## config.mk

```make
export PLATFORM = sky130hd
export DESIGN_NAME = mod_const_mac_serial_flat
export DESIGN_NICKNAME = d
export VERILOG_FILES = /design/src/rtl/mod_const_mac_serial_if.sv /design/src/rtl/mod_const_mac_serial.sv /design/src/flat_wrapper.sv
export SDC_FILE = /design/constraint.sdc
export NUM_CORES = 1
export LEC_CHECK = 0
export CAP_MARGIN = 10
export CORE_MARGIN = 2
export CORE_UTILIZATION = 63
export DETAILED_ROUTE_END_ITERATION = 7
export HOLD_SLACK_MARGIN = 0.08
export PLACE_DENSITY_LB_ADDON = 0.1
export RECOVER_POWER = 100
export SYNTH_ARGS = -nofsm -noshare
export SYNTH_HDL_FRONTEND = slang
export SYNTH_SLANG_ARGS = --single-unit
```

## constraint.sdc

```tcl
create_clock -name clk -period 4.15 [get_ports clk]
set_input_delay 1.245 -clock clk [delete_from_list [all_inputs] [get_ports clk]]
set_output_delay 1.245 -clock clk [all_outputs]
set_load 0.02 [all_outputs]
```

## src/rtl/mod_const_mac_serial_if.sv

```systemverilog
// Operand/result handshake bundle for the bit-serial modular constant multiplier.
// The master drives operands and accepts results; the slave is the multiplier.
interface mod_const_mac_serial_if #(
    parameter int unsigned W = 6
) ();
    logic         in_valid;
    logic         in_ready;
    logic [W-1:0] x;
    logic         acc_en;
    logic         clr_acc;
    logic         out_valid;
    logic         out_ready;
    logic [W-1:0] z;

    modport master (
        output in_valid, x, acc_en, clr_acc, out_ready,
        input  in_ready, out_valid, z
    );

    modport slave (
        input  in_valid, x, acc_en, clr_acc, out_ready,
        output in_ready, out_valid, z
    );
endinterface

```

## src/rtl/mod_const_mac_serial.sv

```systemverilog
// Bit-serial z = (x*C) mod M, optionally folded into a modular accumulator.
// Horner evaluation, MSB first, one operand bit per clock.
module mod_const_mac_serial #(
    parameter int unsigned M = 47,
    parameter int unsigned W = 6,
    parameter int unsigned C = 63
) (
    input  logic                        clk,
    input  logic                        rst,
    mod_const_mac_serial_if.slave       bus
);
    localparam int unsigned IDX_W  = (W > 1) ? $clog2(W) : 1;
    localparam int unsigned CR_INT = C % M;
    localparam logic [W-1:0] CR    = CR_INT[W-1:0];
    localparam logic [W:0]   MW    = M[W:0];

    if (M < 2 || W < $clog2(M)) begin : g_bad_params
        $error("mod_const_mac_serial: need M >= 2 and W >= clog2(M)");
    end

    typedef enum logic [1:0] {
        IDLE,
        RUN,
        ACC,
        DONE
    } state_e;

    state_e           state_q;
    logic [W-1:0]     x_q;
    logic             acc_en_q;
    logic [IDX_W-1:0] idx_q;
    logic [W-1:0]     r_q;
    logic [W-1:0]     acc_q;
    logic             in_ready_q;
    logic             out_valid_q;
    logic [W-1:0]     z_q;

    logic [W:0]       dbl;
    logic [W:0]       sum;
    logic [W:0]       tot;
    logic [W-1:0]     r_d;
    logic [W-1:0]     acc_d;

    // All operands are < M, so each W+1-bit sum is < 2M and one subtract reduces it.
    always_comb begin
        dbl = {r_q, 1'b0};
        if (dbl >= MW) dbl = dbl - MW;
        sum = dbl + (x_q[idx_q] ? {1'b0, CR} : '0);
        if (sum >= MW) sum = sum - MW;
        r_d = sum[W-1:0];

        tot = {1'b0, acc_q} + {1'b0, r_q};
        if (tot >= MW) tot = tot - MW;
        acc_d = bus.clr_acc ? r_q : tot[W-1:0];
    end

    // NOTE: every register here uses <= so all updates see pre-edge values, independent of statement order.
    always_ff @(posedge clk) begin
        if (rst) begin
            state_q     <= IDLE;
            x_q         <= '0;
            acc_en_q    <= 1'b0;
            idx_q       <= '0;
            r_q         <= '0;
            acc_q       <= '0;
            in_ready_q  <= 1'b1;
            out_valid_q <= 1'b0;
            z_q         <= '0;
        end else begin
            // Outside ACC a clr_acc pulse just zeroes the accumulator.
            if (bus.clr_acc && state_q != ACC) acc_q <= '0;

            unique case (state_q)
                IDLE: begin
                    if (bus.in_valid) begin
                        x_q        <= bus.x;
                        acc_en_q   <= bus.acc_en;
                        r_q        <= '0;
                        idx_q      <= IDX_W'(W - 1);
                        in_ready_q <= 1'b0;
                        state_q    <= RUN;
                    end
                end
                RUN: begin
                    r_q <= r_d;
                    if (idx_q == '0) begin
                        if (acc_en_q) begin
                            state_q <= ACC;
                        end else begin
                            z_q         <= r_d;
                            out_valid_q <= 1'b1;
                            state_q     <= DONE;
                        end
                    end else begin
                        idx_q <= idx_q - IDX_W'(1);
                    end
                end
                ACC: begin
                    acc_q       <= acc_d;
                    z_q         <= acc_d;
                    out_valid_q <= 1'b1;
                    state_q     <= DONE;
                end
                DONE: begin
                    if (bus.out_ready) begin
                        out_valid_q <= 1'b0;
                        in_ready_q  <= 1'b1;
                        state_q     <= IDLE;
                    end
                end
                default: state_q <= IDLE;
            endcase
        end
    end

    assign bus.in_ready  = in_ready_q;
    assign bus.out_valid = out_valid_q;
    assign bus.z         = z_q;
endmodule

```

## src/flat_wrapper.sv

```systemverilog
// flat-port wrapper written by rule: the top's interface ports become plain ports
module mod_const_mac_serial_flat 
#(
    parameter int unsigned M = 47,
    parameter int unsigned W = 6,
    parameter int unsigned C = 63
)
  (clk, rst, bus_in_valid, bus_x, bus_acc_en, bus_clr_acc, bus_out_ready, bus_in_ready, bus_out_valid, bus_z);
  mod_const_mac_serial_if #(.W(W)) bus_i ();
  input  logic clk;
  input  logic rst;
  input wire logic [$bits(bus_i.in_valid)-1:0] bus_in_valid;
  input wire logic [$bits(bus_i.x)-1:0] bus_x;
  input wire logic [$bits(bus_i.acc_en)-1:0] bus_acc_en;
  input wire logic [$bits(bus_i.clr_acc)-1:0] bus_clr_acc;
  input wire logic [$bits(bus_i.out_ready)-1:0] bus_out_ready;
  output wire logic [$bits(bus_i.in_ready)-1:0] bus_in_ready;
  output wire logic [$bits(bus_i.out_valid)-1:0] bus_out_valid;
  output wire logic [$bits(bus_i.z)-1:0] bus_z;
  assign bus_i.in_valid = bus_in_valid;
  assign bus_i.x = bus_x;
  assign bus_i.acc_en = bus_acc_en;
  assign bus_i.clr_acc = bus_clr_acc;
  assign bus_i.out_ready = bus_out_ready;
  assign bus_in_ready = bus_i.in_ready;
  assign bus_out_valid = bus_i.out_valid;
  assign bus_z = bus_i.z;
  mod_const_mac_serial #(.M(M), .W(W), .C(C)) u_core (.clk(clk), .rst(rst), .bus(bus_i));
endmodule
```

==> impl_metrics.tcl, run 1 <==
set metrics [dict create \
    timing.rr.start "u_core.idx_q[0]" \
    grt_first_pass_wirelength_um 9410 \
    die_w_um 65.2 \
    synth_fp_nets 323 \
    drive_gt1_frac 0.0717 \
    routed_wl_um 5540 \
    synth-seq-cells 32 \
    critical_path_class "input port to register" \
    critPathRequiredTime_ns 4.33 \
    hold_class "register to register" \
    path_buf_inv 2 \
    hold_viol_final 0 \
    grt_overflow 0 \
    dieArea_um2 4250 \
    die_h_um 65.2 \
    synth.distinct_cells 66 \
    firstDrtPassIters 4 \
    cts_tree "built" \
    synth_edf_count 0 \
    dp_hpwl_um 4150 \
    via_count 2228 \
    syn-mean-instance-area_um2 8.05 \
    syn_to_final_growth_pct 11.8 \
    ir_worst_vdd_uv 438 \
    async_flop_share 0 \
    dp_cells 347 \
    yosys.area.top_type_share 0.271 \
    slowest_stage "clkbuf_1" \
    wl_per_cell_um 15.6 \
    finalNetCount 336 \
    io_buffers 19 \
    clkTransAtPathRegs_ns 0.07 \
    critPathLaunchType "input port" \
    grt_pass1_vias 2040 \
    htreeDepth 2 \
    cp-startpoint "rst" \
    num_antenna_cells 0 \
    cts-root-buf "clkbuf_8" \
    setup_viol 0 \
    ctsResizeCount 0 \
    final_util 0.726 \
    cp.arrival_ns 3.45 \
    viasPerCell 6.28 \
    core_area_um2 3630 \
    drt-initial-drc-count 181 \
    antenna_found_initial 0 \
    failed_checks "max-capacitance violations, max-slew violations" \
    yosysTopAreaCell "dfxtp_1" \
    hold_path.startpoint "u_core.x_q[4]" \
    min_period_over_period 0.789 \
    gp_congestion 0.885 \
    rrSetupSlack_ns 0.98 \
    end_kind "register" \
    finClkSkew_ns 0.00256 \
    start_util 0.649 \
    grt_use_total 0.278 \
    p_per_area_nw_per_um2 470 \
    crit_end "u_core.bus.z[2]" \
    rows 22 \
    maxCapViolations 1 \
    drc 0 \
    ctsHoldBuffers 0 \
    min_period_ns 3.27 \
    n_fill_cell 319 \
    r2r_cells 10 \
    multi_input_area_um2 1590 \
    grt_max_degree 36 \
    clk_latency_ns 0.28 \
    ios 20 \
    fin_tns_setup_ns 0 \
    synth_area_leaders "dfxtp_1, ha_1, a21oi_1" \
    reg2reg_to "u_core.bus.z[1]" \
    slew_headroom -0.00348 \
    drv_slew 35 \
    postCtsSetupBuffers 0 \
    synth_warnings 0 \
    status "finished, violations left" \
    ant_nets 0 \
    synth_area_um2 2360 \
    cts_buffer_depth 2 \
    tightest_slew_ns 1.51 \
    stdcell_count 355 \
    synth_ff_type "dfxtp_1" \
    leakage_nw 1.02 \
    critical_path.top_delay_family "buffers and inverters" \
    cts-buffers-inserted 5 \
    cp.depth 6 \
    seq_area_frac_synth 0.271 \
    power_w 0.00124 \
    rsz0062_at_grt "no" \
    cp_cell_sequence "dlygate4sd3_1 -> clkbuf_1 -> nor2_1 -> o21ai_0 -> a211oi_1 -> a21o_1" \
    syn_inst 293 \
    cp_max_fo 35 \
    critPathMaxStageDelay_ns 1.08 \
    hold_ws_ns 0.450 \
    clock_sinks 32 \
    seqCellArea_um2 641 \
    clock.fmax_mhz 306 \
]
kinds of logic after synthesis:
family / Yosys count / share of synthesized area
buffers and inverters: 28 / 0.0488
AOI/OAI and AO/OA: 101 / 0.309
muxes: 9 / 0.0461
adders and majority gates: 18 / 0.0986
and+or+nand+nor: 101 / 0.211
DFF: 32 / 0.271
xor gates and xnor gates: 4 / 0.0148
state kept, by name, indices dropped and copies added (netlist names):
register	cells
u_core.acc_q	6
u_core.bus.z	6
u_core.r_q	6
u_core.x_q	6
u_core.idx_q	3
u_core.state_q	2
u_core.acc_en_q	1
u_core.bus.in_ready	1
u_core.bus.out_valid	1
cell usage in the layout, fill, tap and decap left out, drive strengths merged, types with 3 or more instances in the layout:
master | Yosys | routed
inv | 12 | 12
nand2b | 3 | 3
clkdlybuf4s50 | 0 | 9
clkbuf | 12 | 8
nor2b | 3 | 3
o31ai | 3 | 3
nor3 | 8 | 8
a311o | 5 | 5
a221oi | 3 | 3
dfxtp | 32 | 32
a211o | 3 | 3
o21a | 4 | 4
o21ai | 11 | 11
mux2i | 6 | 6
xnor2 | 3 | 3
and3 | 4 | 4
nand2 | 22 | 22
dlygate4sd3 | 0 | 10
nand3 | 12 | 12
a31oi | 5 | 5
a211oi | 6 | 6
o221ai | 4 | 4
or3 | 3 | 3
nor2 | 34 | 34
a21oi | 34 | 34
ha | 17 | 17
o31a | 3 | 3
Yosys cell counts (3+ instances only):
master / instances
nor3_1: 7
nor2b_1: 3
a21oi_1: 34
o31ai_1: 3
nand2_1: 22
ha_1: 17
a31oi_1: 5
a311o_1: 5
nand2b_1: 3
nand3_1: 11
xnor2_1: 3
inv_1: 12
mux2i_1: 6
dfxtp_1: 32
o31a_1: 3
clkbuf_1: 12
o221ai_1: 4
o21ai_0: 9
o21a_1: 4
a211oi_1: 4
nor2_1: 34
and3_1: 4
a221oi_1: 3
worst reg2reg max path, cell delays in order (launching register included):
cell and delay, ns:
dfxtp_1 0.41, mux4_2 0.51, nand2_1 0.08, o31ai_1 0.09
ha_1 0.38, a31oi_1 0.21, o31ai_1 0.11, a211oi_1 0.64
mux2i_1 0.33, o31a_1 0.15, o32ai_1 0.08
layout make-up:
class / instances / area share
Timing Repair Buffer: 21 / 0.0763
Clock inverter: 1 / 0.00284
Multi-Input combinational cell: 233 / 0.604
Tap cell: 48 / 0.0228
Inverter: 13 / 0.0185
Sequential cell: 32 / 0.243
Clock buffer: 7 / 0.0327
worst min path at each step:
stage	slack, ns	cells past startpoint	endpoint
2_1_floorplan	0.43	2	u_core.x_q[4]
5_1_grt	0.47	2	u_core.x_q[4]
6_report	0.45	2	u_core.x_q[4]
3_3_place_gp	0.44	2	u_core.x_q[4]
4_1_cts	0.45	2	u_core.x_q[4]
3_5_place_dp	0.44	2	u_core.x_q[4]
power breakdown:
group	internal, W	leakage, nW	total [W]	switching, W
sequential	0.000363	0.261	0.000405	0.0000417
combinational	0.000217	0.715	0.000584	0.000367
clock	0.000135	0.0445	0.000252	0.000117
per-layer routing:
metal	global-route usage	vias up	share of wire
met5	0	-	0
met4	0.102	0	0.016
met3	0.0411	9	0.046
met2	0.445	69	0.47
met1	0.379	1031	0.47
li1	-	1119	-
metrics by stage:
stage	area, um^2	setup slack [ns]
2_1_floorplan	2360	1.42
3_3_place_gp	2560	0.989
3_5_place_dp	2560	0.942
4_1_cts	2650	1.18
5_1_grt	2640	0.642
6_report	2640	0.877
(Power assumes the default switching activity.)
==> run 2: changes to the inputs <==
--- a/config.mk
+++ b/config.mk
@@ -7,7 +7,7 @@
 export LEC_CHECK = 0
 export CAP_MARGIN = 10
 export CORE_MARGIN = 2
-export CORE_UTILIZATION = 63
+export CORE_UTILIZATION = 58
 export DETAILED_ROUTE_END_ITERATION = 7
 export HOLD_SLACK_MARGIN = 0.08
 export PLACE_DENSITY_LB_ADDON = 0.1
==> constraint.sdc (replaced) <==
create_clock -name clk -period 3.3 [get_ports clk]
set_input_delay 0.99 -clock clk [delete_from_list [all_inputs] [get_ports clk]]
set_output_delay 0.99 -clock clk [all_outputs]
set_load 0.02 [all_outputs]
==> run 2 against run 1 <==
  * The run now ends clean
  * Register-to-register slack worse by 0.63 ns
  * Utilization is 5.8 points lower
  * Sequential share of layout area is 0.15 points lower
  * First-iteration DRC count is 7.7% lower
  * Clock skew is 0.0057 ns higher
  * Clock power is 27% higher
  * Final cell count is 1.4% higher
  * Critical path depth is 3 higher
  * Worst hold slack better by 0.0057 ns
  * Critical path type is now register to register
  * Largest cell class unchanged
==> impl_metrics.tcl, run 2 (synthesis gave the netlist of run 1 again) <==
set metrics [dict create \
    timing.rr.start "u_core.r_q[0]" \
    grt_use_total 0.273 \
    clk_latency_ns 0.28 \
    htreeDepth 2 \
    slew_headroom 0.254 \
    hold_class "register to register" \
    mostFrequentLayoutCells "nor2_1, a21oi_1, dfxtp_1, nand2_1, ha_1" \
    syn_to_final_growth_pct 12.5 \
    drt-initial-drc-count 167 \
    stdcell_area_um2 2660 \
    critPathLaunchType "register" \
    drc 0 \
    clock_sinks 32 \
    viasPerCell 6.25 \
    crit_end "u_core.bus.z[0]" \
    drive_gt1_frac 0.0774 \
    cp_cell_sequence "ha_1 -> fa_1 -> ha_1 -> a21oi_1 -> a211o_1 -> o22a_2 -> o211a_1 -> or3_1 -> a211oi_1" \
    antenna_found_initial 0 \
    die_w_um 67.8 \
    wl_per_cell_um 16.0 \
    cp-startpoint "u_core.r_q[0]" \
    num_antenna_cells 0 \
    cts_tree "built" \
    maxCapViolations 0 \
    grt_overflow 0 \
    clkTransAtPathRegs_ns 0.07 \
    finClkSkew_ns 0.00829 \
    hold_viol_final 0 \
    grt_first_pass_wirelength_um 9500 \
    p_per_area_nw_per_um2 591 \
    start_util 0.594 \
    setup_viol 0 \
    cp.arrival_ns 3.14 \
    ctsHoldBuffers 0 \
    ctsResizeCount 0 \
    leakage_nw 1.03 \
    cts-root-buf "clkbuf_8" \
    status "completed" \
    placed_area_um2 2580 \
    critPathRequiredTime_ns 3.50 \
    core_area_um2 3970 \
    die_h_um 67.8 \
    ant_nets 0 \
    clock.fmax_mhz 339 \
    min_period_over_period 0.893 \
    drv_slew 0 \
    rows 23 \
    cp_common_cell "ha_1" \
    final_util 0.669 \
    via_count 2249 \
    reg2reg_to "u_core.bus.z[0]" \
    postCtsSetupBuffers 0 \
    routed_wl_um 5740 \
    cts_buffer_depth 2 \
    tightest_slew_ns 1.11 \
    grt_pass1_vias 2065 \
    critPathMaxStageDelay_ns 0.64 \
    post-place-ws_ns 0.414 \
    finalWorstSetupSlack_ns 0.353 \
    multi_input_area_um2 1590 \
    min_period_ns 2.95 \
    n_fill_cell 362 \
    gp_congestion 0.953 \
    critical_path_class "register to register" \
    r2r_cells 9 \
    cts-buffers-inserted 5 \
    finalNetCount 339 \
    fin_tns_setup_ns 0 \
    io_buffers 19 \
    rsz0062_at_grt "no" \
    rrSetupSlack_ns 0.35 \
    firstDrtPassIters 4 \
    ios 20 \
    dieArea_um2 4590 \
    ir_worst_vdd_uv 469 \
    slowest_stage "fa_1" \
    seqCellArea_um2 641 \
    cp_max_fo 6 \
    end_kind "register" \
    grt_max_degree 35 \
    dp_hpwl_um 4200 \
]
run 2: how the worst min path moves through the flow:
stage	from	to	cells after the start
2_1_floorplan	u_core.x_q[4]	u_core.x_q[4]	2
3_3_place_gp	u_core.x_q[2]	u_core.x_q[2]	2
3_5_place_dp	u_core.x_q[2]	u_core.x_q[2]	2
4_1_cts	u_core.x_q[2]	u_core.x_q[2]	2
5_1_grt	u_core.x_q[0]	u_core.x_q[0]	2
6_report	u_core.x_q[2]	u_core.x_q[2]	2
run 2: area by class of cell:
type | count | share of cell area
tap | 50 | 0.0236
inverter | 13 | 0.0184
timing repair buffer | 24 | 0.0844
sequential | 32 | 0.241
clock buffer | 7 | 0.0325
multi-input combinational | 233 | 0.597
clock inverter | 1 | 0.00283
run 2: power breakdown:
group	internal [W]	total [W]	leakage, nW	switching (W)
registers	0.000456	0.000507	0.261	0.0000510
logic	0.000271	0.000742	0.728	0.000470
clock network	0.000169	0.000320	0.0445	0.000151
run 2: layer usage:
metal | vias to the layer above | track usage | wire [um]
met5 | - | 0 | 0
met3 | 10 | 0.0500 | 287
met4 | 0 | 0.113 | 126
met1 | 1042 | 0.358 | 2690
li1 | 1131 | - | -
met2 | 66 | 0.440 | 2640
run 2: through the flow:
stage                     total power (W)  hold WS [ns]  cells
after global placement            0.00126         0.443    352
after CTS                         0.00159         0.457    360
after detailed placement          0.00127         0.449    352
final                             0.00157         0.456    360
after global routing              0.00169         0.489    360
after floorplan                   0.00107         0.433    293
run 2: critical path, delay by kind of cell, from the launching register on:
family / cells / cell delay, ns
fa+ha+maj: 3 / 1.17
compound gates: 5 / 0.93
simple gates: 1 / 0.39
flops: 1 / 0.37
